[src/rtl/result_arbiter.sv]
// Round-robin merge of NUM_WORKERS worker-result streams into one registered token
// stream. Each token carries the index of the worker that produced it.
module result_arbiter #(
  parameter int NUM_WORKERS         = 4,
  parameter int WID_WIDTH           = 2,
  parameter int WORKER_RESULT_WIDTH = 67
) (
  input  logic                                       CLK,
  input  logic                                       RST,
  input  logic [NUM_WORKERS-1:0]                     WR_VALID,
  input  logic [NUM_WORKERS*WORKER_RESULT_WIDTH-1:0] WR_DATA,
  output logic [NUM_WORKERS-1:0]                     WR_READY,
  output logic                                       TK_VALID,
  output logic [WORKER_RESULT_WIDTH-1:0]             TK_DATA,
  output logic [WID_WIDTH-1:0]                       TK_SRC,
  input  logic                                       TK_READY,
  output logic [31:0]                                TK_COUNT
);

  localparam int WRW = WORKER_RESULT_WIDTH;

  logic [WID_WIDTH-1:0] ptr_q, ptr_d;
  logic                 tk_valid_q, tk_valid_d;
  logic [WRW-1:0]       tk_data_q, tk_data_d;
  logic [WID_WIDTH-1:0] tk_src_q, tk_src_d;
  logic [31:0]          tk_count_q, tk_count_d;

  logic                 grant_valid;
  logic [WID_WIDTH-1:0] grant_idx;
  logic [WRW-1:0]       grant_data;
  logic                 can_load;
  logic                 load;
  logic                 drain;

  // Two passes give the wrapping search: indices at/above ptr first, then the rest.
  always_comb begin
    grant_valid = 1'b0;
    grant_idx   = '0;
    grant_data  = '0;
    for (int i = 0; i < NUM_WORKERS; i++) begin
      if (!grant_valid && WR_VALID[i] && (i >= int'(ptr_q))) begin
        grant_valid = 1'b1;
        grant_idx   = WID_WIDTH'(i);
        grant_data  = WR_DATA[i*WRW +: WRW];
      end
    end
    for (int i = 0; i < NUM_WORKERS; i++) begin
      if (!grant_valid && WR_VALID[i]) begin
        grant_valid = 1'b1;
        grant_idx   = WID_WIDTH'(i);
        grant_data  = WR_DATA[i*WRW +: WRW];
      end
    end
  end

  assign can_load = !tk_valid_q || TK_READY;
  assign load     = !RST && can_load && grant_valid;
  assign drain    = tk_valid_q && TK_READY;

  for (genvar gi = 0; gi < NUM_WORKERS; gi++) begin : g_ready
    assign WR_READY[gi] = load && (grant_idx == WID_WIDTH'(gi));
  end

  always_comb begin
    ptr_d      = ptr_q;
    tk_valid_d = tk_valid_q;
    tk_data_d  = tk_data_q;
    tk_src_d   = tk_src_q;
    tk_count_d = tk_count_q;
    if (load) begin
      tk_valid_d = 1'b1;
      tk_data_d  = grant_data;
      tk_src_d   = grant_idx;
      ptr_d      = (grant_idx == WID_WIDTH'(NUM_WORKERS - 1)) ? '0
                                                               : grant_idx + WID_WIDTH'(1);
    end else if (drain) begin
      tk_valid_d = 1'b0;
    end
    if (drain) begin
      tk_count_d = tk_count_q + 32'd1;
    end
  end

  always_ff @(posedge CLK or posedge RST) begin
    if (RST) begin
      ptr_q      <= '0;
      tk_valid_q <= 1'b0;
      tk_data_q  <= '0;
      tk_src_q   <= '0;
      tk_count_q <= '0;
    end else begin
      ptr_q      <= ptr_d;
      tk_valid_q <= tk_valid_d;
      tk_data_q  <= tk_data_d;
      tk_src_q   <= tk_src_d;
      tk_count_q <= tk_count_d;
    end
  end

  assign TK_VALID = tk_valid_q;
  assign TK_DATA  = tk_data_q;
  assign TK_SRC   = tk_src_q;
  assign TK_COUNT = tk_count_q;

endmodule

[config.mk]
export PLATFORM = sky130hd
export DESIGN_NAME = result_arbiter
export DESIGN_NICKNAME = d
export VERILOG_FILES = /design/src/rtl/result_arbiter.sv
export SDC_FILE = /design/constraint.sdc
export NUM_CORES = 1
export LEC_CHECK = 0
export BUFFER_PORTS_ARGS = -buffer_cell sky130_fd_sc_hd__buf_2
export CAP_MARGIN = 20
export CELL_PAD_IN_SITES_DETAIL_PLACEMENT = 0
export CELL_PAD_IN_SITES_GLOBAL_PLACEMENT = 1
export CORE_ASPECT_RATIO = 2
export CORE_MARGIN = 8
export CORE_UTILIZATION = 33
export DETAILED_ROUTE_END_ITERATION = 7
export PLACE_DENSITY_LB_ADDON = 0.1
export SYNTH_ARGS = -nofsm -noshare
export SYNTH_HDL_FRONTEND = slang
export SYNTH_SLANG_ARGS = --single-unit
export TNS_END_PERCENT = 20
[constraint.sdc]
create_clock -name CLK -period 5.3 [get_ports CLK]
set_input_delay 0 -clock CLK [delete_from_list [all_inputs] [get_ports CLK]]
set_output_delay 0 -clock CLK [all_outputs]
set_load 0.01 [all_outputs]
==> impl_metrics.csv, run 1 <==
group,metric,value,unit
grt,grt_pass1_wl,62400,µm
cells_and_area,area_delta_synth_final,47.8,%
critical_path,startpoint_type,"flip-flop",
drt,vias_per_cell,5.89,
power,power.share.sequential,30.2,%
critical_path,path_cells,"and3_1 > nand2_1 > nor2_4 > a22oi_1 > o31ai_1 > dlygate4sd3_1",
grt,grt_usage,27.0,%
yosys,synth_seq_area_share,33.0,%
yosys,async_flop_share,100,%
yosys,syn_inst,947,
power,switching_power,1730,µW
clock_network,clock_latency,0.39,ns
sta,fin_crit_sh,81.3,%
drt,wl,40900,µm
critical_path,crit_arrival,4.63,ns
clock_network,cts.sinks,104,
hold_path,hp-class,"in2reg",
grt,antenna_found_initial,7,
sta,rsz0062_at_grt,"no",
power,power_per_cell_area,353,mW/mm²
cells_and_area,fin_nets,1681,
die,initial_utilization,33.2,%
critical_path,slowest_stage,"nor2_4",
sta,finClkSkew,0.0129,ns
cells_and_area,drive_gt1_share,33.1,%
clock_network,ctsLongestPathBuffers,2,
critical_path,slowest_delay,0.96,ns
drt,wl_per_cell,24.1,µm
clock_network,htree_levels,3,
sta,setup_tns,0,ns
hold_path,hold_depth,3,
outcome,status,"complete, no violations",
die,io_pins,381,
yosys,synth_nets,1227,
drt,vias,9994,
critical_path,critPathKind,"reg2reg",
place,port_buffers,380,
yosys,synth_edf_count,0,
sta,tightest_slew,1.04,ns
grt,grt_pass1_vias,10700,
critical_path,critPathBufInv,1,
yosys,postSynthAreaPerCell,8.33,µm²
critical_path,required,5.62,ns
grt,grt-ovfl-total,0,
power,p_int,2380,µW
power,swShare,42.1,%
yosys,synth_seq_cells,104,
cells_and_area,fin_cells,1698,
place,gp_congestion,0.839,
hold_path,hp-start,"WR_DATA[0]",
clock_network,cts-buffers-inserted,9,
drt,dr.first_iter.drc_count,881,
critical_path,crit_family,"simple AND/OR/NAND/NOR gates",
critical_path,crit_fanout,34,
sta,fin_crit,4.31,ns
drt,ant_nets,0,
critical_path,reg2reg_to,"TK_DATA[51]",
critical_path,r2r_slack,0.99,ns
place,hpwl,28300,µm
power,clkPwrFrac,17.4,%
die,fp.dieW,125,µm
sta,fin_ws,0.990,ns
yosys,synth_cell_types,49,
place,dp.cells,1534,
die,die_h,235,µm
sta,setup_viol,0,
drt,drtPass1Iterations,6,
die,std_cell_rows,80,
critical_path,worst-path-stages,6,
sta,slew_headroom,30.5,%
sta,finalMaxSlewViolations,0,
yosys,yosysWarnings,0,
clock_network,clockRootBuffer,"clkbuf_16",
yosys,syn_area,0.00789,mm²
place,pre_cts_ws,1.60,ns
yosys,synth_ff_type,"dfrtp_1",
power,p_leak,0.00535,µW
die,dieArea,0.0294,mm²
clock_network,path_clk_slew,0.08,ns
power,peakVddDrop,0.000147,V
die,coreArea,0.0237,mm²
grt,grt_max_degree,68,
critical_path,end_kind,"flip-flop",
job,maxCapViolations,0,
clock_network,holdBufCountCts,143,
power,power_frac_comb,52.4,%
sta,hold_viol_final,0,
clock_network,postCtsSetupBuffers,0,
clock_network,cts_tree,"yes",
clock_network,ctsResizeCount,0,
critical_path,reg2regPathDepth,6,
drt,drc,0,
hold_path,min_to,"TK_DATA[0]",
critical_path,r2r-start,"ptr_q[1]",
sta,fmax,232,MHz
==> routing by layer <==
layer | share of wire, % | track usage (%) | wire length [µm] | vias up
met5 | 0.020 | 0 | 8 | -
met4 | 4.9 | 16.0 | 2020 | 2
met3 | 5.7 | 5.29 | 2320 | 110
met2 | 52 | 48.3 | 21300 | 467
met1 | 37 | 28.7 | 15200 | 4853
li1 | - | - | - | 4562
==> state kept, by name, summed over array words and instances (netlist names) <==
name	flops
TK_VALID	1
TK_DATA	67
TK_SRC	2
ptr_q	2
TK_COUNT	32
==> worst max-delay path by stage <==
stage                   from          end  slack, ns
floorplan                RST  TK_DATA[30]       1.23
global placement    ptr_q[1]  TK_DATA[43]       1.66
detailed placement  ptr_q[1]  TK_DATA[16]       1.60
CTS                 ptr_q[1]  TK_DATA[16]       1.06
global route        ptr_q[1]  TK_DATA[54]       0.82
finish              ptr_q[1]  TK_DATA[51]       0.99
==> synth_stat cells (2+ instances only) <==
cell | n | area, µm²
a221oi_1 | 6 | 52.6
nand2_1 | 98 | 368
nor2b_1 | 5 | 31.3
o21bai_1 | 2 | 15.0
buf_1 | 7 | 26.3
clkbuf_1 | 72 | 270
mux2_4 | 17 | 255
a31oi_1 | 9 | 56.3
and4_1 | 7 | 61.3
o21a_1 | 24 | 180
nor3_1 | 3 | 15.0
xor2_1 | 8 | 70.1
a221oi_2 | 17 | 255
a211oi_1 | 57 | 428
nor4_1 | 5 | 31.3
mux2_2 | 4 | 45.0
a21boi_0 | 7 | 52.6
or3_1 | 3 | 18.8
o221ai_1 | 29 | 254
o31ai_1 | 34 | 255
nor2_1 | 33 | 124
nand4_1 | 7 | 43.8
o2111ai_1 | 5 | 43.8
dfrtp_1 | 104 | 2600
a2bb2oi_1 | 19 | 166
inv_1 | 5 | 18.8
a21oi_1 | 87 | 435
nand3_1 | 89 | 445
or2_2 | 2 | 12.5
xnor2_1 | 23 | 201
o21ai_0 | 31 | 155
o22ai_1 | 16 | 100
buf_6 | 3 | 33.8
nand2b_1 | 4 | 25.0
and3_1 | 35 | 219
buf_2 | 13 | 65.1
and2_1 | 8 | 50.1
a22oi_1 | 34 | 255
ha_1 | 5 | 62.6
==> power by group through the flow <==
stage          clock network, µW  registers [µW]  logic [µW]
2_1_floorplan                  0            1270        1020
3_3_place_gp                   0            1250        1780
3_5_place_dp                   0            1250        1790
4_1_cts                      737            1230        2130
5_1_grt                      763            1270        2330
6_report                     716            1240        2160
==> cell families (layout without fill, tap and decap cells) <==
family,after synthesis,count (layout),synth area share [%]
buffers and inverters,101,560,5.30
adder cells (fa/ha/maj),5,5,0.793
other,0,5,0
AO/OA/AOI/OAI,381,381,34.7
flip-flops,104,104,33.0
XOR/XNOR,31,31,3.44
multiplexers,21,21,3.81
AND/OR/NAND/NOR,304,304,18.9
==> cell usage in the layout (no fill, tap or decap), types with 8 or more instances in the layout <==
cell type / count
o21ai_0: 31
buf_4: 15
xnor2_1: 23
clkbuf_16: 9
a22oi_1: 34
mux2_4: 17
a221oi_2: 17
o221ai_1: 29
nor2_1: 30
xor2_1: 8
nand2_1: 98
o21a_1: 24
a21oi_1: 87
a2bb2oi_1: 19
and3_1: 34
a31oi_1: 9
nand3_1: 88
buf_2: 380
o22ai_1: 16
o31ai_1: 34
dfrtp_1: 103
dlygate4sd3_1: 143
a211oi_1: 57
==> tightest hold or removal path: stages <==
cell       delay (ns)
buf_2            0.13
a221oi_2         0.07
a2bb2oi_1        0.14
==> metrics by stage <==
stage	hold slack [ns]	util (%)	area [µm²]	power [µW]
2_1_floorplan	0.138	-	7890	2290
3_3_place_gp	0.122	41.8	9920	3030
3_5_place_dp	0.131	41.8	9920	3040
4_1_cts	0.0000898	49.1	11600	4110
5_1_grt	0.0273	49.1	11700	4350
6_report	0.0152	49.1	11700	4110
==> area by class of cell <==
type                    instances  area [µm²]
multi-input cells             742        4920
repair buffers                538        3450
fillers                      2434       12100
inverters                       6        25.0
diodes                          5        12.5
flip-flops and latches        104        2600
clock buffers                   9         225
clock inverters                 7        70.1
well taps                     287         359
Note: power is estimated with default switching activity, not from simulation.
==> inputs of run 2 (changes only) <==
ABC_AREA = 1   (was default)
CORE_UTILIZATION = 29   (was 33)
clock period = 3.6 ns   (was 5.3 ns; I/O delays follow)
==> run 2 against run 1 <==
- sequential power grew 45%
- combinational power is 46% higher
- cell area increased by 9.2%
- fmax is 33% higher
- setup slack got worse by 0.64 ns
- global-route usage fell by 2.3 points
- critical path depth grew 4
- register-to-register slack lost 0.64 ns
- critical endpoint is now TK_DATA[33]
- largest cell class unchanged
==> impl_metrics.csv, run 2 <==
group,metric,value,unit
outcome,status,"complete, no violations",
yosys,synth_common_cells,"nand2_1, nand3_1, nor2_1",
clock_network,clock_latency,0.38,ns
die,std_cell_rows,92,
clock_network,path_clk_slew,0.08,ns
yosys,synth_nets,1847,
power,finalPower,6130,µW
critical_path,crit_family,"simple AND/OR/NAND/NOR gates",
power,swShare,45.5,%
sta,finClkSkew,0.0130,ns
place,port_buffers,380,
yosys,yosysWarnings,0,
sta,finalMaxSlewViolations,0,
grt,antenna_found_initial,11,
die,fp.dieW,143,µm
yosys,synth_top_area_share,28.0,%
critical_path,cpMostUsedCell,"nand2_1",
clock_network,postCtsSetupBuffers,0,
drt,ant_nets,0,
cells_and_area,layout_commonest_cell,"buf_2",
drt,wl,47700,µm
die,io_pins,381,
critical_path,required,3.87,ns
drt,drtPass1Iterations,7,
clock_network,cts-buffers-inserted,9,
sta,slew_headroom,33.9,%
sta,hold_viol_final,0,
critical_path,end_kind,"flip-flop",
die,dieArea,0.0383,mm²
power,power_frac_comb,51.4,%
hold_path,hp-class,"in2reg",
clock_network,ctsLongestPathBuffers,2,
place,hpwl,33900,µm
clock_network,cts.sinks,104,
cells_and_area,drive_gt1_share,22.0,%
power,p_int,3340,µW
cells_and_area,layout_common_cells,"buf_2, nand2_1, nand3_1",
place,gp_congestion,0.882,
yosys,synth_edf_count,0,
yosys,async_flop_share,100,%
sta,rsz0062_at_grt,"no",
cells_and_area,fin_nets,2245,
sta,setup_viol,0,
drt,vias_per_cell,4.96,
drt,vias,11900,
yosys,synth_seq_area_share,28.0,%
power,power_per_cell_area,482,mW/mm²
cells_and_area,area_delta_synth_final,37.2,%
critical_path,startpoint_type,"flip-flop",
grt,grt-ovfl-total,0,
sta,tightest_slew,0.991,ns
yosys,synth_cell_types,27,
yosys,yosysMostFrequentCell,"nand2_1",
yosys,synthTopCellsByArea,"dfrtp_1, nand3_1, nand2_1",
drt,drc,0,
die,coreArea,0.0315,mm²
grt,grt_max_degree,87,
job,maxCapViolations,0,
clock_network,clockRootBuffer,"clkbuf_16",
clock_network,htree_levels,3,
cells_and_area,largest_reg_flops,67,
critical_path,critPathKind,"reg2reg",
critical_path,crit_fanout,77,
grt,grt_pass1_wl,72100,µm
die,die_h,269,µm
sta,fmax,308,MHz
yosys,syn_area,0.00928,mm²
yosys,synth_seq_cells,104,
grt,grt_usage,24.7,%
critical_path,critPathBufInv,3,
drt,wl_per_cell,19.9,µm
yosys,synth_top_area_cell,"dfrtp_1",
critical_path,slowest_delay,0.57,ns
yosys,postSynthAreaPerCell,5.92,µm²
die,initial_utilization,29.4,%
power,peakVddDrop,0.000256,V
critical_path,crit_arrival,3.52,ns
clock_network,cts_tree,"yes",
sta,fin_crit_sh,90.3,%
sta,fin_crit,3.25,ns
drt,dr.first_iter.drc_count,644,
power,p_leak,0.00741,µW
power,clkPwrFrac,19.2,%
yosys,syn_inst,1567,
yosys,synth_ff_type,"dfrtp_1",
grt,grt_pass1_vias,12300,
critical_path,slowest_stage,"dlygate4sd3_1",
power,switching_power,2790,µW
power,power.share.sequential,29.3,%
sta,setup_tns,0,ns
critical_path,path_cells,"inv_1 > nand2_2 > nand2_1 > nor2_4 > nand4_1 > nand2_4 > buf_12 > o21bai_1 > dlygate4sd3_1 > nand2_1",
==> run 2: power groups by stage <==
stage / combinational (µW) / sequential (µW) / clock, µW
finish: 3150 / 1800 / 1180
global route: 3540 / 1830 / 1250
CTS: 3190 / 1800 / 1220
detailed placement: 3030 / 1820 / 0
global placement: 3020 / 1820 / 0
floorplan: 1680 / 1880 / 0
==> run 2: final timing paths <==
check	startpoint	end	slack, ns	depth (start not counted)
worst min-delay path	WR_DATA[52]	TK_DATA[52]	0.008	5
worst max-delay path	ptr_q[1]	TK_DATA[33]	0.35	10
max in group asynchronous	RST	TK_DATA[34]	2.35	4
min in group asynchronous	RST	TK_DATA[57]	0.32	3
worst max register to register	ptr_q[1]	TK_DATA[33]	0.35	10
worst min register to register	TK_DATA[17]	TK_DATA[17]	0.48	2
==> run 2: kinds of logic (layout without fill, tap and decap cells) <==
kind of cell / Yosys count / after routing / share of synthesized area (%)
XOR/XNOR: 28 / 28 / 2.64
buffers and inverters: 343 / 744 / 14.8
AND/OR/NAND/NOR: 1025 / 1025 / 49.0
AO/OA/AOI/OAI: 62 / 62 / 4.91
adder cells (fa/ha/maj): 5 / 5 / 0.674
other: 0 / 8 / 0
flip-flops: 104 / 104 / 28.0
==> run 2: tightest hold or removal path, stage by stage <==
cell and delay (ns):
buf_2 0.09, nand3_1 0.07, nand3_1 0.09, o21bai_1 0.06
nand2_1 0.05
==> run 2: metal layers <==
layer,GRT usage (%),up-vias,wire length [µm]
met5,0,-,54
met4,13.3,8,2220
met3,5.67,99,3010
met2,45.9,446,25500
met1,24.9,5543,16900
li1,-,5801,-
==> run 2: final cells by class <==
type,instances,area (µm²)
inverters,235,885
well taps,423,529
clock buffers,10,229
clock inverters,4,95.1
diodes,8,20.0
multi-input cells,1120,5350
repair buffers,495,3020
fillers,3561,18800
flip-flops and latches,104,2600
==> run 2: repair_timing <==
action	4_1_cts	5_1_grt
hold buffers	91	0
hold endpoints to repair	105	0
resized for setup	0	0
==> run 2: stage by stage <==
step / std cells / utilization, % / worst slack (ns) / hold WS (ns) / cell area, µm²
after floorplan: 1567 / - / 0.868 / 0.156 / 9280
after global placement: 2286 / 36.4 / 0.880 / 0.200 / 11500
after detailed placement: 2286 / 36.4 / 0.800 / 0.192 / 11500
after CTS: 2391 / 40.3 / 0.329 / 0.000482 / 12700
after global routing: 2396 / 40.3 / 0.0534 / 0.0203 / 12700
final: 2399 / 40.4 / 0.348 / 0.00842 / 12700
==> inputs of run 3 (changes only) <==
REMOVE_ABC_BUFFERS = 1   (was default)
==> run 3 against run 2 <==
- via count is 0.41% higher
- largest cell class unchanged
- combinational power up 2%
- fmax rose by 0.80%
- die area unchanged
- highest routed layer unchanged
- final cell count increased by 0.58%
==> impl_metrics.csv, run 3 (synthesized netlist as in run 2, its figures left out) <==
group,metric,value,unit
power,clkPwrFrac,17.1,%
cells_and_area,drive_gt1_share,21.8,%
die,die_h,269,µm
grt,grt_max_degree,93,
power,peakVddDrop,0.000315,V
sta,fin_crit,3.23,ns
critical_path,critPathKind,"reg2reg",
die,fp.dieW,143,µm
die,coreArea,0.0315,mm²
critical_path,path_cells,"nand2_1 > nand2_1 > nand2_1 > nor2_4 > nand4_1 > nand2_4 > buf_4 > o21bai_1 > dlygate4sd3_1 > nand2_1",
drt,dr.first_iter.drc_count,656,
critical_path,slowest_stage,"dlygate4sd3_1",
critical_path,end_kind,"flip-flop",
sta,setup_viol,0,
drt,wl,47100,µm
cells_and_area,layout_commonest_cell,"buf_2",
cells_and_area,layout_common_cells,"buf_2, nand2_1, nand3_1",
drt,wl_per_cell,19.5,µm
clock_network,cts-buffers-inserted,9,
sta,slew_headroom,28.9,%
critical_path,crit_arrival,3.50,ns
clock_network,postCtsSetupBuffers,0,
hold_path,hp-class,"in2reg",
sta,hold_viol_final,0,
cells_and_area,postLayoutCoreUtil,40.7,%
sta,fin_crit_sh,89.6,%
die,std_cell_rows,92,
power,power.share.sequential,29.7,%
drt,vias_per_cell,4.95,
critical_path,critPathBufInv,2,
sta,rsz0062_at_grt,"no",
drt,ant_nets,0,
grt,grt_pass1_vias,12500,
grt,grt-ovfl-total,0,
grt,use_met2,44.1,%
sta,finalMaxSlewViolations,0,
sta,setup_tns,0,ns
place,port_buffers,380,
hold_path,hp-start,"WR_DATA[19]",
place,pre_cts_ws,0.867,ns
clock_network,ctsResizeCount,0,
drt,drtPass1Iterations,5,
grt,grt_use_met3,5.69,%
critical_path,r2r-start,"ptr_q[1]",
drt,vias,11900,
grt,grtUsageMet1,25.2,%
clock_network,clock_latency,0.38,ns
clock_network,cts_tree,"yes",
critical_path,crit_family,"simple AND/OR/NAND/NOR gates",
power,power_per_cell_area,469,mW/mm²
sta,fin_ws,0.374,ns
power,switching_power,2840,µW
clock_network,clockRootBuffer,"clkbuf_16",
critical_path,startpoint_type,"flip-flop",
clock_network,path_clk_slew,0.08,ns
place,gp_congestion,0.875,
cells_and_area,largest_reg_flops,67,
grt,grt_usage,24.5,%
sta,finClkSkew,0.0135,ns
outcome,status,"complete, no violations",
critical_path,slowest_delay,0.56,ns
power,swShare,47.2,%
clock_network,ctsLongestPathBuffers,2,
sta,tightest_slew,1.07,ns
critical_path,crit_fanout,49,
clock_network,cts.sinks,104,
die,initial_utilization,29.4,%
job,maxCapViolations,0,
power,p_leak,0.00741,µW
die,io_pins,381,
grt,busiest_layer,"met2",
clock_network,htree_levels,3,
critical_path,crit_start,"ptr_q[1]",
cells_and_area,area_delta_synth_final,38.3,%
power,p_int,3180,µW
sta,fmax,310,MHz
power,power_frac_comb,53.3,%
drt,drc,0,
place,hpwl,32200,µm
die,dieArea,0.0383,mm²
critical_path,cpMostUsedCell,"nand2_1",
grt,antenna_found_initial,11,
cells_and_area,fin_nets,2254,
critical_path,required,3.87,ns
grt,grt_pass1_wl,71600,µm
sta,holdWs,0.0106,ns
## run 3: per-stage QoR
stage / instance area, µm² / power (µW) / cells
global placement: 11500 / 4840 / 2281
CTS: 12800 / 6100 / 2401
floorplan: 8790 / 3430 / 1459
global route: 12800 / 6520 / 2409
finish: 12800 / 6020 / 2413
detailed placement: 11500 / 4860 / 2281
## run 3: worst reg2reg max path, stage by stage, from the launching register on
cell and delay [ns]:
dfrtp_1 0.49, nand2_1 0.09, nand2_1 0.17, nand2_1 0.12, nor2_4 0.39, nand4_1 0.23
nand2_4 0.45, buf_4 0.42, o21bai_1 0.16, dlygate4sd3_1 0.56, nand2_1 0.05
## run 3: path summary, 6_finish.rpt
kind / end / depth (start not counted) / slack (ns)
min in group asynchronous: ptr_q[0] / 3 / 0.13
min reg2reg: TK_DATA[20] / 2 / 0.48
max: TK_DATA[28] / 10 / 0.37
min: TK_DATA[19] / 5 / 0.01
max reg2reg: TK_DATA[28] / 10 / 0.37
max in group asynchronous: TK_COUNT[21] / 5 / 2.49
## run 3: timing repair
item | in CTS | in global routing
hold buffers | 104 | 0
setup endpoints to repair | 0 | 0
endpoints found under the hold margin | 128 | 0
## run 3: final cells by class
| type | instances | area, µm² |
|---|---|---|
| clock buffers | 9 | 225 |
| diodes | 11 | 27.5 |
| fillers | 3609 | 18700 |
| inverters | 235 | 885 |
| clock inverters | 7 | 53.8 |
| well taps | 423 | 529 |
| multi-input cells | 1120 | 5350 |
| repair buffers | 504 | 3170 |
| flip-flops and latches | 104 | 2600 |
## run 3: per-layer routing
| layer | vias up | wire length, µm |
|---|---|---|
| met2 | 451 | 24600 |
| met4 | 4 | 2450 |
| met5 | - | 22 |
| li1 | 5822 | - |
| met3 | 122 | 3270 |
| met1 | 5547 | 16800 |
## run 3: power by group through the flow
stage	logic (µW)	clock network, µW	registers [µW]
global placement	3030	0	1810
finish	3210	1030	1790
detailed placement	3050	0	1810
CTS	3250	1060	1790
floorplan	1550	0	1880
global route	3590	1100	1830
